`src/rtl/probe_bank_pkg.sv`:
```
// Shared constants for the probe bank: register offsets, CTRL bit positions
// and the words-per-probe helper used to size the register map.
package probe_bank_pkg;

  localparam int CTRL_OFF       = 0;
  localparam int CHANGE_OFF     = 1;
  localparam int FIRST_SNAP_OFF = 2;

  localparam int SNAP_BIT    = 0;
  localparam int COMMIT_BIT  = 1;
  localparam int PENDING_BIT = 1;

  // Number of 16-bit bus words needed to hold one probe of the given width.
  function automatic int words_for(input int width);
    return (width + 15) / 16;
  endfunction

endpackage

```
`src/rtl/probe_bank_if.sv`:
```
// Upstream/downstream bus pair that the probe bank sits in the middle of.
//
// Handshake: valid_i qualifies a single-cycle transaction (rw_i=1 write,
// rw_i=0 read). There is no ready; the block accepts every cycle. Every
// field reappears on its _o twin exactly one cycle later, with valid_o
// qualifying that registered copy the same way.
interface probe_bank_if;
  logic [15:0] addr_i;
  logic [15:0] wdata_i;
  logic [15:0] rdata_i;
  logic        rw_i;
  logic        valid_i;

  logic [15:0] addr_o;
  logic [15:0] wdata_o;
  logic [15:0] rdata_o;
  logic        rw_o;
  logic        valid_o;

  modport slave (
    input  addr_i, wdata_i, rdata_i, rw_i, valid_i,
    output addr_o, wdata_o, rdata_o, rw_o, valid_o
  );

  modport master (
    output addr_i, wdata_i, rdata_i, rw_i, valid_i,
    input  addr_o, wdata_o, rdata_o, rw_o, valid_o
  );
endinterface

```
`src/rtl/probe_bank_change.sv`:
```
// Per-probe change detector: remembers last cycle's probe value and keeps a
// sticky flag per probe. A clear and a fresh change on the same edge leave
// the flag set, so no change is ever lost.
module probe_bank_change #(
  parameter int N_IN     = 4,
  parameter int IN_WIDTH = 20
) (
  input  logic                     clk,
  input  logic                     rst,
  input  logic [N_IN*IN_WIDTH-1:0] probes_in,
  input  logic                     clr_i,
  output logic [N_IN-1:0]          flags_o
);

  logic [N_IN*IN_WIDTH-1:0] prev_q, prev_d;
  logic [N_IN-1:0]          flags_q, flags_d;

  // Next flags: set on any difference from the previous sample, else hold unless cleared.
  always_comb begin
    prev_d  = probes_in;
    flags_d = flags_q;
    for (int i = 0; i < N_IN; i++) begin
      flags_d[i] = (probes_in[i*IN_WIDTH +: IN_WIDTH] != prev_q[i*IN_WIDTH +: IN_WIDTH])
                   | (flags_q[i] & ~clr_i);
    end
  end

  // Previous-sample and flag registers; reset makes the first sample compare against zero.
  always_ff @(posedge clk or posedge rst) begin
    if (rst) begin
      prev_q  <= '0;
      flags_q <= '0;
    end else begin
      prev_q  <= prev_d;
      flags_q <= flags_d;
    end
  end

  assign flags_o = flags_q;

endmodule

```
`src/rtl/probe_bank.sv`:
```
// Bus-mapped probe bank: snapshots input probes, stages and commits output
// probes, and flags input changes, all while passing the bus through with
// one cycle of latency.
module probe_bank
  import probe_bank_pkg::*;
#(
  parameter int BASE_ADDR = 0,
  parameter int N_IN      = 4,
  parameter int IN_WIDTH  = 20,
  parameter int N_OUT     = 2,
  parameter int OUT_WIDTH = 8
) (
  input  logic                       clk,
  input  logic                       rst,
  input  logic [N_IN*IN_WIDTH-1:0]   probes_in,
  output logic [N_OUT*OUT_WIDTH-1:0] probes_out,
  probe_bank_if.slave                bus
);

  localparam int IN_WORDS   = words_for(IN_WIDTH);
  localparam int OUT_WORDS  = words_for(OUT_WIDTH);
  localparam int SNAP_WORDS = N_IN * IN_WORDS;
  localparam int STG_WORDS  = N_OUT * OUT_WORDS;
  localparam int STG_OFF    = FIRST_SNAP_OFF + SNAP_WORDS;
  localparam int LAST_OFF   = STG_OFF + STG_WORDS - 1;

  localparam logic [15:0] BASE16 = 16'(BASE_ADDR);
  localparam logic [16:0] LAST17 = 17'(LAST_OFF);

  // Snapshot and staging storage are kept word-padded so every register
  // word is a plain 16-bit slice; padding bits are only ever written as 0.
  logic [SNAP_WORDS*16-1:0]    snap_q, snap_d;
  logic [STG_WORDS*16-1:0]     stg_q, stg_d;
  logic [N_OUT*OUT_WIDTH-1:0]  out_q, out_d;
  logic                        pending_q, pending_d;

  logic [15:0] addr_o_q, addr_o_d;
  logic [15:0] wdata_o_q, wdata_o_d;
  logic [15:0] rdata_o_q, rdata_o_d;
  logic        rw_o_q, rw_o_d;
  logic        valid_o_q, valid_o_d;

  logic [16:0]     off17;
  logic            hit;
  logic            wr_hit;
  logic            rd_hit;
  logic            snap;
  logic            commit;
  logic [15:0]     rd_word;
  logic [N_IN-1:0] change_flags;

  // Address decode and CTRL strobes for the current bus transaction.
  always_comb begin
    off17  = {1'b0, bus.addr_i} - {1'b0, BASE16};
    hit    = bus.valid_i && (bus.addr_i >= BASE16) && (off17 <= LAST17);
    wr_hit = hit && bus.rw_i;
    rd_hit = hit && !bus.rw_i;
    snap   = wr_hit && (off17 == 17'(CTRL_OFF)) && bus.wdata_i[SNAP_BIT];
    commit = wr_hit && (off17 == 17'(CTRL_OFF)) && bus.wdata_i[COMMIT_BIT];
  end

  probe_bank_change #(
    .N_IN     (N_IN),
    .IN_WIDTH (IN_WIDTH)
  ) u_change (
    .clk       (clk),
    .rst       (rst),
    .probes_in (probes_in),
    .clr_i     (snap),
    .flags_o   (change_flags)
  );

  // Next register state: snapshot capture, commit to outputs, staging writes.
  always_comb begin
    snap_d    = snap_q;
    stg_d     = stg_q;
    out_d     = out_q;
    pending_d = pending_q;
    if (snap) begin
      snap_d = '0;
      for (int p = 0; p < N_IN; p++) begin
        snap_d[p*IN_WORDS*16 +: IN_WIDTH] = probes_in[p*IN_WIDTH +: IN_WIDTH];
      end
    end
    if (commit) begin
      for (int i = 0; i < N_OUT; i++) begin
        out_d[i*OUT_WIDTH +: OUT_WIDTH] = stg_q[i*OUT_WORDS*16 +: OUT_WIDTH];
      end
      pending_d = 1'b0;
    end
    for (int w = 0; w < STG_WORDS; w++) begin
      if (wr_hit && (off17 == 17'(STG_OFF + w))) begin
        for (int j = 0; j < 16; j++) begin
          stg_d[w*16 + j] = (((w % OUT_WORDS) * 16 + j) < OUT_WIDTH) ? bus.wdata_i[j] : 1'b0;
        end
        pending_d = 1'b1;
      end
    end
  end

  // Register read mux, zero-extended to the bus width.
  always_comb begin
    rd_word = '0;
    if (off17 == 17'(CTRL_OFF)) begin
      rd_word[PENDING_BIT] = pending_q;
    end
    if (off17 == 17'(CHANGE_OFF)) begin
      rd_word[N_IN-1:0] = change_flags;
    end
    for (int w = 0; w < SNAP_WORDS; w++) begin
      if (off17 == 17'(FIRST_SNAP_OFF + w)) begin
        rd_word = snap_q[w*16 +: 16];
      end
    end
    for (int w = 0; w < STG_WORDS; w++) begin
      if (off17 == 17'(STG_OFF + w)) begin
        rd_word = stg_q[w*16 +: 16];
      end
    end
  end

  // Downstream bus: straight pass-through, read data replaced on a register hit.
  always_comb begin
    addr_o_d  = bus.addr_i;
    wdata_o_d = bus.wdata_i;
    rw_o_d    = bus.rw_i;
    valid_o_d = bus.valid_i;
    rdata_o_d = rd_hit ? rd_word : bus.rdata_i;
  end

  // All state and registered bus outputs, cleared asynchronously by reset.
  always_ff @(posedge clk or posedge rst) begin
    if (rst) begin
      snap_q    <= '0;
      stg_q     <= '0;
      out_q     <= '0;
      pending_q <= 1'b0;
      addr_o_q  <= '0;
      wdata_o_q <= '0;
      rdata_o_q <= '0;
      rw_o_q    <= 1'b0;
      valid_o_q <= 1'b0;
    end else begin
      snap_q    <= snap_d;
      stg_q     <= stg_d;
      out_q     <= out_d;
      pending_q <= pending_d;
      addr_o_q  <= addr_o_d;
      wdata_o_q <= wdata_o_d;
      rdata_o_q <= rdata_o_d;
      rw_o_q    <= rw_o_d;
      valid_o_q <= valid_o_d;
    end
  end

  assign probes_out  = out_q;
  assign bus.addr_o  = addr_o_q;
  assign bus.wdata_o = wdata_o_q;
  assign bus.rdata_o = rdata_o_q;
  assign bus.rw_o    = rw_o_q;
  assign bus.valid_o = valid_o_q;

endmodule

```
`src/flat_wrapper.sv`:
```
// flat-port wrapper written by rule: the top's interface ports become plain ports
module probe_bank_flat import probe_bank_pkg::*;
#(
  parameter int BASE_ADDR = 0,
  parameter int N_IN      = 4,
  parameter int IN_WIDTH  = 20,
  parameter int N_OUT     = 2,
  parameter int OUT_WIDTH = 8
)
  (clk, rst, probes_in, probes_out, bus_addr_i, bus_wdata_i, bus_rdata_i, bus_rw_i, bus_valid_i, bus_addr_o, bus_wdata_o, bus_rdata_o, bus_rw_o, bus_valid_o);
  probe_bank_if bus_i ();
  input  logic clk;
  input  logic rst;
  input  logic [N_IN*IN_WIDTH-1:0] probes_in;
  output logic [N_OUT*OUT_WIDTH-1:0] probes_out;
  input wire logic [$bits(bus_i.addr_i)-1:0] bus_addr_i;
  input wire logic [$bits(bus_i.wdata_i)-1:0] bus_wdata_i;
  input wire logic [$bits(bus_i.rdata_i)-1:0] bus_rdata_i;
  input wire logic [$bits(bus_i.rw_i)-1:0] bus_rw_i;
  input wire logic [$bits(bus_i.valid_i)-1:0] bus_valid_i;
  output wire logic [$bits(bus_i.addr_o)-1:0] bus_addr_o;
  output wire logic [$bits(bus_i.wdata_o)-1:0] bus_wdata_o;
  output wire logic [$bits(bus_i.rdata_o)-1:0] bus_rdata_o;
  output wire logic [$bits(bus_i.rw_o)-1:0] bus_rw_o;
  output wire logic [$bits(bus_i.valid_o)-1:0] bus_valid_o;
  assign bus_i.addr_i = bus_addr_i;
  assign bus_i.wdata_i = bus_wdata_i;
  assign bus_i.rdata_i = bus_rdata_i;
  assign bus_i.rw_i = bus_rw_i;
  assign bus_i.valid_i = bus_valid_i;
  assign bus_addr_o = bus_i.addr_o;
  assign bus_wdata_o = bus_i.wdata_o;
  assign bus_rdata_o = bus_i.rdata_o;
  assign bus_rw_o = bus_i.rw_o;
  assign bus_valid_o = bus_i.valid_o;
  probe_bank #(.BASE_ADDR(BASE_ADDR), .N_IN(N_IN), .IN_WIDTH(IN_WIDTH), .N_OUT(N_OUT), .OUT_WIDTH(OUT_WIDTH)) u_core (.clk(clk), .rst(rst), .probes_in(probes_in), .probes_out(probes_out), .bus(bus_i));
endmodule
```
`config.mk`:
```
export PLATFORM = sky130hd
export DESIGN_NAME = probe_bank_flat
export DESIGN_NICKNAME = d
export VERILOG_FILES = /design/src/rtl/probe_bank_pkg.sv /design/src/rtl/probe_bank_if.sv /design/src/rtl/probe_bank_change.sv /design/src/rtl/probe_bank.sv /design/src/flat_wrapper.sv
export SDC_FILE = /design/constraint.sdc
export NUM_CORES = 1
export LEC_CHECK = 0
export ABC_CLOCK_PERIOD_IN_PS = 9100
export CAP_MARGIN = 0
export CORE_AREA = 10 10 153 155
export CTS_CLUSTER_SIZE = 20
export DETAILED_ROUTE_END_ITERATION = 12
export DIE_AREA = 0 0 163 165
export PLACE_DENSITY_LB_ADDON = 0.05
export SLEW_MARGIN = 30
export SYNTH_ARGS = -nofsm -noshare
export SYNTH_HDL_FRONTEND = slang
export SYNTH_SLANG_ARGS = --single-unit
```
`constraint.sdc`:
```
create_clock -name clk -period 9.1 [get_ports clk]
set_input_delay 0.91 -clock clk [delete_from_list [all_inputs] [get_ports clk]]
set_output_delay 0.91 -clock clk [all_outputs]
set_load 0.05 [all_outputs]
```
### Yosys cells after proc, flatten, opt, wreduce, memory -nomap -nowiden

Cells that the tools add are included.

* word-level logic and storage cells: 66
* bits in latches: 0
* RAM bits: 0
* memory bits (read-only): 0
* output and inout bits: 66
* register bits: 247
* bits of input ports: 132
* memories kept: 0

* shift-type cells: 0
* bitwise gates (word level): 9
* muxes and demuxes: 16
* add/sub/neg operators: 0
* divide/modulo/power cells: 0
* magnitude comparators: 2
* equal/unequal tests: 15
* multiply operators: 0
* reduce and logical (&&, ||, !) cells: 12

Operators with widths (number)
* $mux 16: 11
* $ne 20x20->1: 4
* $eq 16x3->1 const B: 4
* $eq 16x4->1 const B: 4
* $eq 16x2->1 const B: 2
* $logic_not 17->1: 1
* $eq 16x1->1 const B: 1
* $ge 16x1->1 const B: 1
* $le 16x4->1 const B: 1
* $logic_and 1x1->1: 9
* $and 1x1->1: 4
* $mux 1: 4
* $mux 4: 1
* $or 1x1->1: 4
* $reduce_bool 3->1: 1
* $logic_not 1->1: 1
* $not 1->1: 1

### Logic depth before layout (Yosys ltp)

Gate-level depths: netlist of run 1.

* depth after elaboration: 14
* mapped depth: 8
* mapped depth without buffers: 5

### Modules after synthesis

Synthesis of run 1 repeated with hierarchy kept, for this count alone.

* cells, all modules: 683
* area total of the unflattened synthesis: 9760.6 um^2

By module, submodules not included
* probe_bank: sequential area each 4078.9 um^2, cells each 486, area an instance 6759.0 um^2, times used 1
* probe_bank_change: sequential area each 2102.0 um^2, cells each 197, area an instance 3001.6 um^2, times used 1

### Least setup slack after synthesis of run 1

Ideal clock, no wire load.

* path kind: input to register
* from: input port bus_addr_i[7]
* to: register u_core.snap_q[0]
* cell stages on the path: 6
* arrival: 2.647 ns
* setup time: 0.125 ns
* required time: 8.975 ns
* path buffers: 2
* setup slack: 6.328 ns
* cells stage by stage: nor4_4 nand3_4 or4_4 buf_6 buf_6 mux2_4

* cells in the longest elaborated chain, start to end: 6
* elaborated cells on any way between the ends: 8
* those cells by class: 2 x order compare; 6 x reduce/logical

Ends and longest elaborated chain
* from (decl): RTL line flat_wrapper.sv:16 `input wire logic [$bits(bus_i.addr_i)-1:0] bus_addr_i;`
* $ge 16x1->1: RTL line probe_bank.sv:55 `hit = bus.valid_i && (bus.addr_i >= BASE16) && (off17 <= LAST17);`
* $logic_and 1x1->1 (2 in series): RTL line probe_bank.sv:55
* $logic_and 1x1->1: RTL line probe_bank.sv:56 `wr_hit = hit && bus.rw_i;`
* $logic_and 1x1->1 (*) (2 in series): RTL line probe_bank.sv:58 `snap = wr_hit && (off17 == 17'(CTRL_OFF)) && bus.wdata_i[SNAP_BIT];`
* to (signal assigned): RTL line probe_bank.sv:144 `snap_q <= snap_d;`
* to (decl): RTL line probe_bank.sv:32 `logic [SNAP_WORDS*16-1:0] snap_q, snap_d;`

Mark *: on every way between the ends. The rest lies on a longest branch, timed or not.
A chain may end at the register's enable or synchronous reset.

### Final worst setup path of run 1

* from: input port bus_addr_i[3]
* to: register u_core.snap_q[45]

Same word-level chain as after synthesis.

==> impl_metrics.env, run 1 <==
export IMPL_leakage_nw=5.86
export IMPL_post_place_ws_ns=5.00
export IMPL_maxSlewHeadroom_pct=30.4
export IMPL_async_flop_share_pct=100
export IMPL_synth_cell_types=53
export IMPL_syn_avg_cell_area_um2=14.8
export IMPL_yosys_warnings=0
export IMPL_wirelength_mm=25.3
export IMPL_core_area_um2=20200
export IMPL_routed_via_density=5.33
export IMPL_place_congestion=0.889
export IMPL_drtIter0Drc=441
export IMPL_synth_edf_count=0
export IMPL_use_met3_pct=4.68
export IMPL_finalHoldViolCount=0
export IMPL_final_util_pct=64.7
export IMPL_postRouteAntennaNets=0
export IMPL_htree_levels=1
export IMPL_startpoint_type="primary input"
export IMPL_synth_top_family_by_area="multiplexers"
export IMPL_setup_viol=0
export IMPL_antenna_found_initial=0
export IMPL_syn_to_final_growth_pct=31.3
export IMPL_crit_type="primary input to flip-flop"
export IMPL_rsz0062_at_grt="no"
export IMPL_max_cap_viol_count=0
export IMPL_num_rows=52
export IMPL_crit_chain="clkdlybuf4s50_1 -> nor2_1 -> nand2_1 -> or4_4 -> buf_6 -> mux2_4"
export IMPL_worstHoldPathType="flip-flop to flip-flop"
export IMPL_synth_seq_area_share_pct=62.1
export IMPL_layout_setup_ws_ns=5.53
export IMPL_grt_max_degree=109
export IMPL_slowest_stage="clkdlybuf4s50_1"
export IMPL_grt_busiest_layer="met2"
export IMPL_multi_input_area_um2=3610
export IMPL_yosysTopAreaCell="dfrtp_1"
export IMPL_crit_buf_inv=2
export IMPL_dominantRegCellSynth="dfrtp_1"
export IMPL_tightest_slew_ns=1.04
export IMPL_muxShareOfSynthArea_pct=16.4
export IMPL_n_fill_cell=1524
export IMPL_clock_path_buffers=3
export IMPL_grtUsageMet2_pct=29.5
export IMPL_cts_sinks=247
export IMPL_cts_buffers=26
export IMPL_grt_pass1_vias=6876
export IMPL_fp_dieArea_um2=26900
export IMPL_wl_per_cell_um=21.6
export IMPL_drcViolationCount=0
export IMPL_whs_ns=0.486
export IMPL_vias=6244
export IMPL_skew_ns=0.0160
export IMPL_cp_end_kind="flip-flop"
export IMPL_netlist_area_um2=9950
export IMPL_synthSimpleGateAreaFrac_pct=7.26
export IMPL_ir_worst_vdd_mv=0.143
export IMPL_die_h_um=165
export IMPL_power_density_nw_per_um2=187
export IMPL_die_w_um=163
export IMPL_finalSetupTns_ns=0
export IMPL_grt_util_all_layers_pct=18.4
export IMPL_synth_xor_area_share_pct=7.04
export IMPL_drtPass1Iterations=5
export IMPL_final_period_utilization_pct=39.2
export IMPL_worstPathArrival_ns=3.96
export IMPL_worstSkewPairLatency_ns=0.52
export IMPL_cts_setup_buffers=0
export IMPL_synthAdderAreaFrac_pct=0
export IMPL_antenna_cells=0
export IMPL_synth_net_count=805
export IMPL_period_minus_slack_ns=3.57
export IMPL_synthCells=673
export IMPL_globalRouteMet1Util_pct=24.6
export IMPL_synth_top_area_share_pct=62.1
export IMPL_ys_top_cells_by_area="dfrtp_1 (62%), mux2_4 (8.5%), mux2_2 (6.6%)"
export IMPL_ioPinCount=198
export IMPL_cp_max_fo=69
export IMPL_cts_hold_buf=0
export IMPL_initial_utilization_pct=49.3
export IMPL_grt_pass1_wl_mm=39.0
export IMPL_nNetsFinal=1014
export IMPL_postCtsResizedCells=0
export IMPL_cts_root_buf="clkbuf_16"
export IMPL_outcome="completed"
export IMPL_gr_total_overflow=0
export IMPL_synth_seq_cells=247
export IMPL_port_buffers=197
export IMPL_finalMaxSlewViolations=0
export IMPL_max_stage_delay_ns=0.76
export IMPL_fmax_mhz=280
export IMPL_cts_tree="built"
export IMPL_drive_gt1_share_pct=19.1
export IMPL_seq_area_um2=6180
export IMPL_worstPathRequired_ns=9.50
export IMPL_synth_compound_area_share_pct=5.61
export IMPL_cp_top_family="simple AND/OR/NAND/NOR gates"
export IMPL_dpl_hpwl_mm=18.8
export IMPL_clk_pin_slew_worst_paths_ns=0.06
[sequential cells by signal, summed over array words and instances, names as in the netlist]
register / cells
u_core.bus.addr_o: 16
u_core.bus.rdata_o: 16
u_core.bus.rw_o: 1
u_core.bus.valid_o: 1
u_core.bus.wdata_o: 16
u_core.pending_q: 1
u_core.probes_out: 16
u_core.snap_q: 80
u_core.stg_q: 16
u_core.u_change.flags_o: 4
u_core.u_change.prev_q: 80
[cell usage in the layout (no fill, tap or decap), types with 5 or more instances in the layout]
| cell type | netlist | final |
|---|---|---|
| nand2_1 | 25 | 25 |
| nand3_1 | 5 | 5 |
| o22ai_1 | 5 | 5 |
| mux2i_1 | 9 | 9 |
| dfrtp_1 | 247 | 247 |
| mux2_4 | 56 | 56 |
| buf_4 | 0 | 5 |
| nor2_1 | 15 | 15 |
| xor2_1 | 32 | 32 |
| clkdlybuf4s50_1 | 0 | 197 |
| a22o_1 | 8 | 8 |
| a222oi_1 | 8 | 8 |
| xnor2_1 | 48 | 48 |
| nor2b_1 | 6 | 6 |
| clkbuf_1 | 12 | 9 |
| a21oi_1 | 8 | 8 |
| nand4_1 | 22 | 22 |
| mux2_2 | 58 | 58 |
| clkbuf_16 | 0 | 27 |
| nor4_1 | 10 | 10 |
| o21ai_0 | 13 | 13 |
| nor3_1 | 10 | 10 |
[worst register-to-register path, cell delays in order (launching register included)]
cell	delay, ns
dfrtp_1	0.39
nor2b_1	0.15
o311ai_0	0.46
a211oi_1	0.16
o311ai_0	0.48
nand3_1	0.14
[where the power goes]
group / internal, mW / switching (mW)
Clock: 0.660 / 0.414
Combinational: 0.101 / 0.128
Sequential: 1.13 / 0.0113
Total: 1.89 / 0.554
[worst paths after layout]
check | slack, ns | cells past startpoint | startpoint | end
max | 5.53 | 6 | bus_addr_i[3] | u_core.snap_q[45]
min | 0.49 | 2 | u_core.u_change.flags_o[0] | u_core.u_change.flags_o[0]
max reg2reg | 7.20 | 5 | u_core.snap_q[49] | u_core.bus.rdata_o[1]
min reg2reg | 0.49 | 2 | u_core.u_change.flags_o[0] | u_core.u_change.flags_o[0]
max in group asynchronous | 6.85 | 3 | rst | u_core.bus.rdata_o[10]
min in group asynchronous | 0.86 | 2 | rst | u_core.bus.wdata_o[11]
[cells by family (layout without fill, tap and decap cells)]
| logic type | count (synthesis) | count (layout) |
|---|---|---|
| AO/OA/AOI/OAI | 75 | 75 |
| XOR/XNOR | 80 | 80 |
| buffers and inverters | 27 | 255 |
| flip-flops | 247 | 247 |
| multiplexers | 125 | 125 |
| AND/OR/NAND/NOR | 119 | 119 |
[metrics by stage]
stage	cell area [um^2]	total power, mW	instances
finish	13100	2.44	1171
global route	13100	2.53	1171
CTS	13100	2.47	1171
detailed placement	12200	1.39	1124
global placement	12200	1.39	1124
floorplan	9950	1.27	673
[synthesized netlist by cell type, drive strengths merged, types with 2 or more instances]
cell and instances:
a31oi 4, mux2 114, a22o 8, nor2 15, nand2 25, and3 3, o22ai 5, inv 4
buf 11, a222oi 8, a211oi 3, xor2 32, and2 2, nand3b 2, nor3 13, a21oi 8
a2111oi 3, o21bai 2, o211ai 2, nand2b 4, nor2b 6, a2bb2oi 3, o21ai 13, mux4 2
nor4 14, dfrtp 247, mux2i 9, nand4 22, xnor2 48, clkbuf 12, a221oi 3, or4 4
o311ai 2, o311a 2, nand3 6, nor3b 2
[final cells by class]
cell class / instances / share of cell area [%]
clock buffer: 40 / 5.85
clock inverter: 7 / 0.843
inverter: 4 / 0.172
multi-input combinational: 399 / 27.6
sequential: 247 / 47.3
tap: 270 / 2.59
timing repair buffer: 204 / 15.6
[per-layer routing]
layer	vias to the layer above	share of wire, %	wire, um
li1	2856	-	-
met1	3098	44	11100
met2	255	47	11800
met3	35	8.0	2030
met4	0	1.7	437
met5	-	0	0
(Power assumes the default switching activity.)
==> inputs of run 2 (changes only) <==
ABC_CLOCK_PERIOD_IN_PS = 3500   (was 9100)
clock period = 3.5 ns   (was 9.1 ns; I/O delays follow)
==> impl_metrics.env, run 2 (same netlist as run 1, synthesis figures left out) <==
export IMPL_htree_levels=1
export IMPL_whs_ns=0.276
export IMPL_worstHoldPathType="primary input to flip-flop"
export IMPL_reg_largest_list="u_core.snap_q: 80 flops, u_core.u_change.prev_q: 80 flops"
export IMPL_port_buffers=197
export IMPL_cp_end_kind="flip-flop"
export IMPL_cts_sinks=247
export IMPL_wirelength_mm=26.0
export IMPL_fmax_mhz=380
export IMPL_die_h_um=165
export IMPL_ir_worst_vdd_mv=0.397
export IMPL_antenna_found_initial=0
export IMPL_drtPass1Iterations=6
export IMPL_routed_via_density=5.32
export IMPL_place_inst=1143
export IMPL_ioPinCount=198
export IMPL_core_area_um2=20200
export IMPL_wl_per_cell_um=21.9
export IMPL_worstPathArrival_ns=3.03
export IMPL_met2WireLength_mm=12.1
export IMPL_crit_type="primary input to flip-flop"
export IMPL_power_density_nw_per_um2=477
export IMPL_hold_depth=1
export IMPL_postCtsResizedCells=0
export IMPL_rsz0062_at_grt="no"
export IMPL_grt_pass1_vias=6927
export IMPL_m1WireLength_mm=11.6
export IMPL_clock_path_buffers=3
export IMPL_final_util_pct=65.5
export IMPL_drcViolationCount=0
export IMPL_outcome="completed"
export IMPL_final_common_cell="dfrtp_1"
export IMPL_dpl_hpwl_mm=19.7
export IMPL_worstSkewPairLatency_ns=0.51
export IMPL_skew_ns=0.00635
export IMPL_num_rows=52
export IMPL_vias=6308
export IMPL_worstPathRequired_ns=3.90
export IMPL_period_minus_slack_ns=2.63
export IMPL_layoutNonFillerInstCount=1185
export IMPL_cts_buffers=25
export IMPL_finalSetupTns_ns=0
export IMPL_max_cap_viol_count=0
export IMPL_grt_util_all_layers_pct=19.0
export IMPL_reg2reg_slack_ns=1.66
export IMPL_final_period_utilization_pct=75.2
export IMPL_clk_pin_slew_worst_paths_ns=0.06
export IMPL_finalMaxSlewViolations=0
export IMPL_syn_to_final_growth_pct=32.8
export IMPL_dr_max_layer_used="met4"
export IMPL_gr_total_overflow=0
export IMPL_maxSlewHeadroom_pct=48.9
export IMPL_setup_viol=0
export IMPL_cp_max_fo=35
export IMPL_wl_met3_mm=1.78
export IMPL_die_w_um=163
export IMPL_cts_tree="built"
export IMPL_grt_max_degree=80
export IMPL_antenna_cells=0
export IMPL_postRouteAntennaNets=0
export IMPL_nNetsFinal=1032
export IMPL_place_congestion=0.895
export IMPL_cts_hold_buf=0
export IMPL_grt_pass1_wl_mm=39.9
export IMPL_worstRegToRegCells=5
export IMPL_initial_utilization_pct=49.3
export IMPL_leakage_nw=5.96
export IMPL_drtIter0Drc=405
export IMPL_startpoint_type="primary input"
export IMPL_tightest_slew_ns=0.765
export IMPL_fp_dieArea_um2=26900
export IMPL_cts_setup_buffers=0
export IMPL_drive_gt1_share_pct=20.9
export IMPL_power_mw=6.30
export IMPL_cts_root_buf="clkbuf_16"
export IMPL_finalHoldViolCount=0
export IMPL_final_cell_mix="dfrtp_1 (247), clkdlybuf4s50_1 (197), mux2_2 (58)"
-- run 2: changes by cell type in the layout (fill, tap and decap cells not counted), sizes merged --
cell | before | now
clkinv | 4 | 3
inv | 4 | 3
clkinvlp | 0 | 1
clkbuf | 40 | 36
buf | 7 | 26
-- run 2: final timing paths --
kind | startpoint | to
worst max register to register | u_core.snap_q[49] | u_core.bus.rdata_o[1]
worst min register to register | u_core.u_change.flags_o[0] | u_core.u_change.flags_o[0]
worst max-delay path | bus_addr_i[10] | u_core.snap_q[46]
max in group asynchronous | rst | u_core.snap_q[97]
worst min-delay path | bus_wdata_i[10] | u_core.bus.wdata_o[10]
min in group asynchronous | rst | u_core.bus.wdata_o[8]
-- run 2: per-stage QoR --
stage / cell area [um^2] / setup WS [ns]
floorplan: 9950 / -0.0957
global placement: 12400 / 0.427
detailed placement: 12400 / 0.329
CTS: 13200 / 0.868
global route: 13200 / 0.775
finish: 13200 / 0.867
-- run 2: critical path: stages --
cell and delay (ns):
clkdlybuf4s50_1 0.48, nor4_4 0.53, nand3_4 0.27, or4_4 0.78
buf_12 0.28, mux2_4 0.32
-- run 2: area by class of cell --
| type | count | area (um^2) |
|---|---|---|
| clock buffer | 36 | 737 |
| clock inverter | 6 | 105 |
| fill | 1526 | 6960 |
| inverter | 4 | 18.8 |
| multi-input combinational | 399 | 3610 |
| sequential | 247 | 6180 |
| tap | 270 | 338 |
| timing repair buffer | 223 | 2220 |
-- run 2: power breakdown --
group	leakage (nW)	switching [mW]	internal [mW]
logic	2.41	0.341	0.273
registers	3.13	0.0296	2.93
clock network	0.417	1.06	1.67
total	5.96	1.43	4.87
-- run 2: layer usage --
layer	GRT usage, %	up-vias
met5	0	-
met4	4.30	0
met3	4.33	33
met2	30.6	237
met1	25.7	3147
li1	-	2891
==> inputs of run 3 (changes only) <==
ABC_CLOCK_PERIOD_IN_PS = 2100   (was 3500)
CORE_AREA = 10 10 157 159   (was 10 10 153 155)
DIE_AREA = 0 0 167 169   (was 0 0 163 165)
clock period = 2.1 ns   (was 3.5 ns; I/O delays follow)
==> impl_metrics.env, run 3 (same netlist as run 1, synthesis figures left out) <==
export IMPL_fp_dieArea_um2=28200
export IMPL_skew_ns=0.0153
export IMPL_cp_top_family="simple AND/OR/NAND/NOR gates"
export IMPL_timing_rr_end="u_core.bus.rdata_o[1]"
export IMPL_ir_worst_vdd_mv=0.609
export IMPL_final_common_cell="dfrtp_1"
export IMPL_port_buffers=197
export IMPL_antenna_found_initial=0
export IMPL_hold_depth=1
export IMPL_dpl_hpwl_mm=21.0
export IMPL_postRouteAntennaNets=0
export IMPL_rsz0062_at_grt="yes"
export IMPL_grtUsageMet2_pct=30.6
export IMPL_power_mw=10.5
export IMPL_initial_utilization_pct=46.2
export IMPL_cp_max_fo=44
export IMPL_vias=6486
export IMPL_core_area_um2=21600
export IMPL_nNetsFinal=1082
export IMPL_finalHoldViolCount=0
export IMPL_max_cap_viol_count=0
export IMPL_cts_tree="built"
export IMPL_worstSkewPairLatency_ns=0.52
export IMPL_fmax_mhz=488
export IMPL_syn_to_final_growth_pct=36.9
export IMPL_wl_per_cell_um=21.9
export IMPL_max_stage_delay_ns=0.59
export IMPL_ioPinCount=198
export IMPL_tightest_slew_ns=0.678
export IMPL_startpoint_type="primary input"
export IMPL_cts_buffers=26
export IMPL_cp_end_kind="flip-flop"
export IMPL_wirelength_mm=27.3
export IMPL_drtPass1Iterations=7
export IMPL_outcome="completed"
export IMPL_crit_buf_inv=3
export IMPL_reg2reg_slack_ns=0.28
export IMPL_grt_max_degree=119
export IMPL_final_period_utilization_pct=97.6
export IMPL_min_delay_start="bus_wdata_i[14]"
export IMPL_htree_levels=1
export IMPL_place_congestion=0.861
export IMPL_maxSlewHeadroom_pct=54.8
export IMPL_leakage_nw=6.20
export IMPL_drive_gt1_share_pct=24.6
export IMPL_antenna_cells=0
export IMPL_crit_chain="clkdlybuf4s50_1 -> nor4_4 -> buf_4 -> nand3_4 -> or4_4 -> buf_12 -> mux2_4"
export IMPL_globalRouteMet1Util_pct=25.7
export IMPL_reg_largest_list="u_core.snap_q: 80 flops, u_core.u_change.prev_q: 80 flops"
export IMPL_routed_via_density=5.21
export IMPL_worstPathArrival_ns=2.46
export IMPL_use_met3_pct=4.19
export IMPL_whs_ns=0.125
export IMPL_min_to="u_core.bus.wdata_o[14]"
export IMPL_worstPathRequired_ns=2.51
export IMPL_grt_pass1_vias=7188
export IMPL_slowest_stage="or4_4"
export IMPL_drtIter0Drc=505
export IMPL_r2r_start="u_core.u_change.flags_o[1]"
export IMPL_clock_path_buffers=3
export IMPL_power_density_nw_per_um2=768
export IMPL_die_w_um=167
export IMPL_worstRegToRegCells=5
export IMPL_n_fill_cell=1635
export IMPL_worstHoldPathType="primary input to flip-flop"
export IMPL_cts_sinks=247
export IMPL_num_rows=54
export IMPL_clk_pin_slew_worst_paths_ns=0.06
export IMPL_drcViolationCount=0
export IMPL_gr_total_overflow=0
export IMPL_grt_pass1_wl_mm=42.9
export IMPL_crit_type="primary input to flip-flop"
export IMPL_grt_util_all_layers_pct=19.0
export IMPL_die_h_um=169
export IMPL_finalMaxSlewViolations=0
export IMPL_cts_hold_buf=0
export IMPL_cts_root_buf="clkbuf_16"
export IMPL_period_minus_slack_ns=2.05
export IMPL_grt_busiest_layer="met2"
export IMPL_setup_viol=0
export IMPL_final_cell_mix="dfrtp_1 (247), clkdlybuf4s50_1 (197), buf_4 (67)"
## run 3: cell count changes in the layout (fill, tap and decap cells not counted)
cell	before	now
clkbuf_16	25	27
clkbuf_1	4	8
bufinv_16	3	1
buf_12	4	7
clkinv_2	3	1
buf_6	0	1
buf_4	22	67
## run 3: worst max-delay path by stage
stage,start,to,cells after the start
final,bus_addr_i[4],u_core.snap_q[19],7
after global routing,bus_addr_i[4],u_core.snap_q[11],7
after CTS,bus_addr_i[10],u_core.bus.rdata_o[10],9
after detailed placement,bus_addr_i[10],u_core.bus.rdata_o[10],9
after global placement,bus_addr_i[10],u_core.snap_q[42],6
after floorplan,rst,u_core.bus.addr_o[0],1
## run 3: where the power goes
| group | internal, mW | total [mW] | switching [mW] |
|---|---|---|---|
| logic | 0.489 | 1.07 | 0.579 |
| registers | 4.89 | 4.94 | 0.0495 |
| clock network | 2.70 | 4.46 | 1.76 |
## run 3: final cells by class
cell class	instances	area (um^2)	share of cell area [%]
Sequential cell	247	6180	45.4
Multi-Input combinational cell	399	3610	26.5
Clock inverter	2	35.0	0.257
Inverter	4	18.8	0.138
Timing Repair Buffer	272	2630	19.3
Clock buffer	42	802	5.89
Tap cell	280	350	2.57
## run 3: stage by stage
step                cell area [um^2]  worst slack, ns  std cells  utilization [%]     TNS, ns
finish                         13600           0.0500       1246             63.2           0
global route                   13600       -0.0000586       1246             63.2  -0.0000586
CTS                            13600           0.0641       1244             63.1           0
detailed placement             12800           -0.434       1200             59.2      -46.71
global placement               12800           -0.392       1200             59.2      -42.19
floorplan                       9950            -1.36        673                -     -334.87
## run 3: layer usage
layer | up-vias | part of all wire [%]
li1 | 3000 | -
met1 | 3244 | 45
met2 | 213 | 47
met3 | 29 | 6.0
met4 | 0 | 1.7
met5 | - | 0
## run 3: repair_timing
action / 4_1_cts / 5_1_grt
setup endpoints to repair: 0 / 5
buffers inserted: 0 / 2
resized for setup: 0 / 1
## run 3: worst register-to-register path: cells and delay by family (launching register included)
kind / cells / cell delay (ns)
flops: 1 / 0.45
mux: 1 / 0.49
simple gates: 2 / 0.22
compound gates: 2 / 0.53
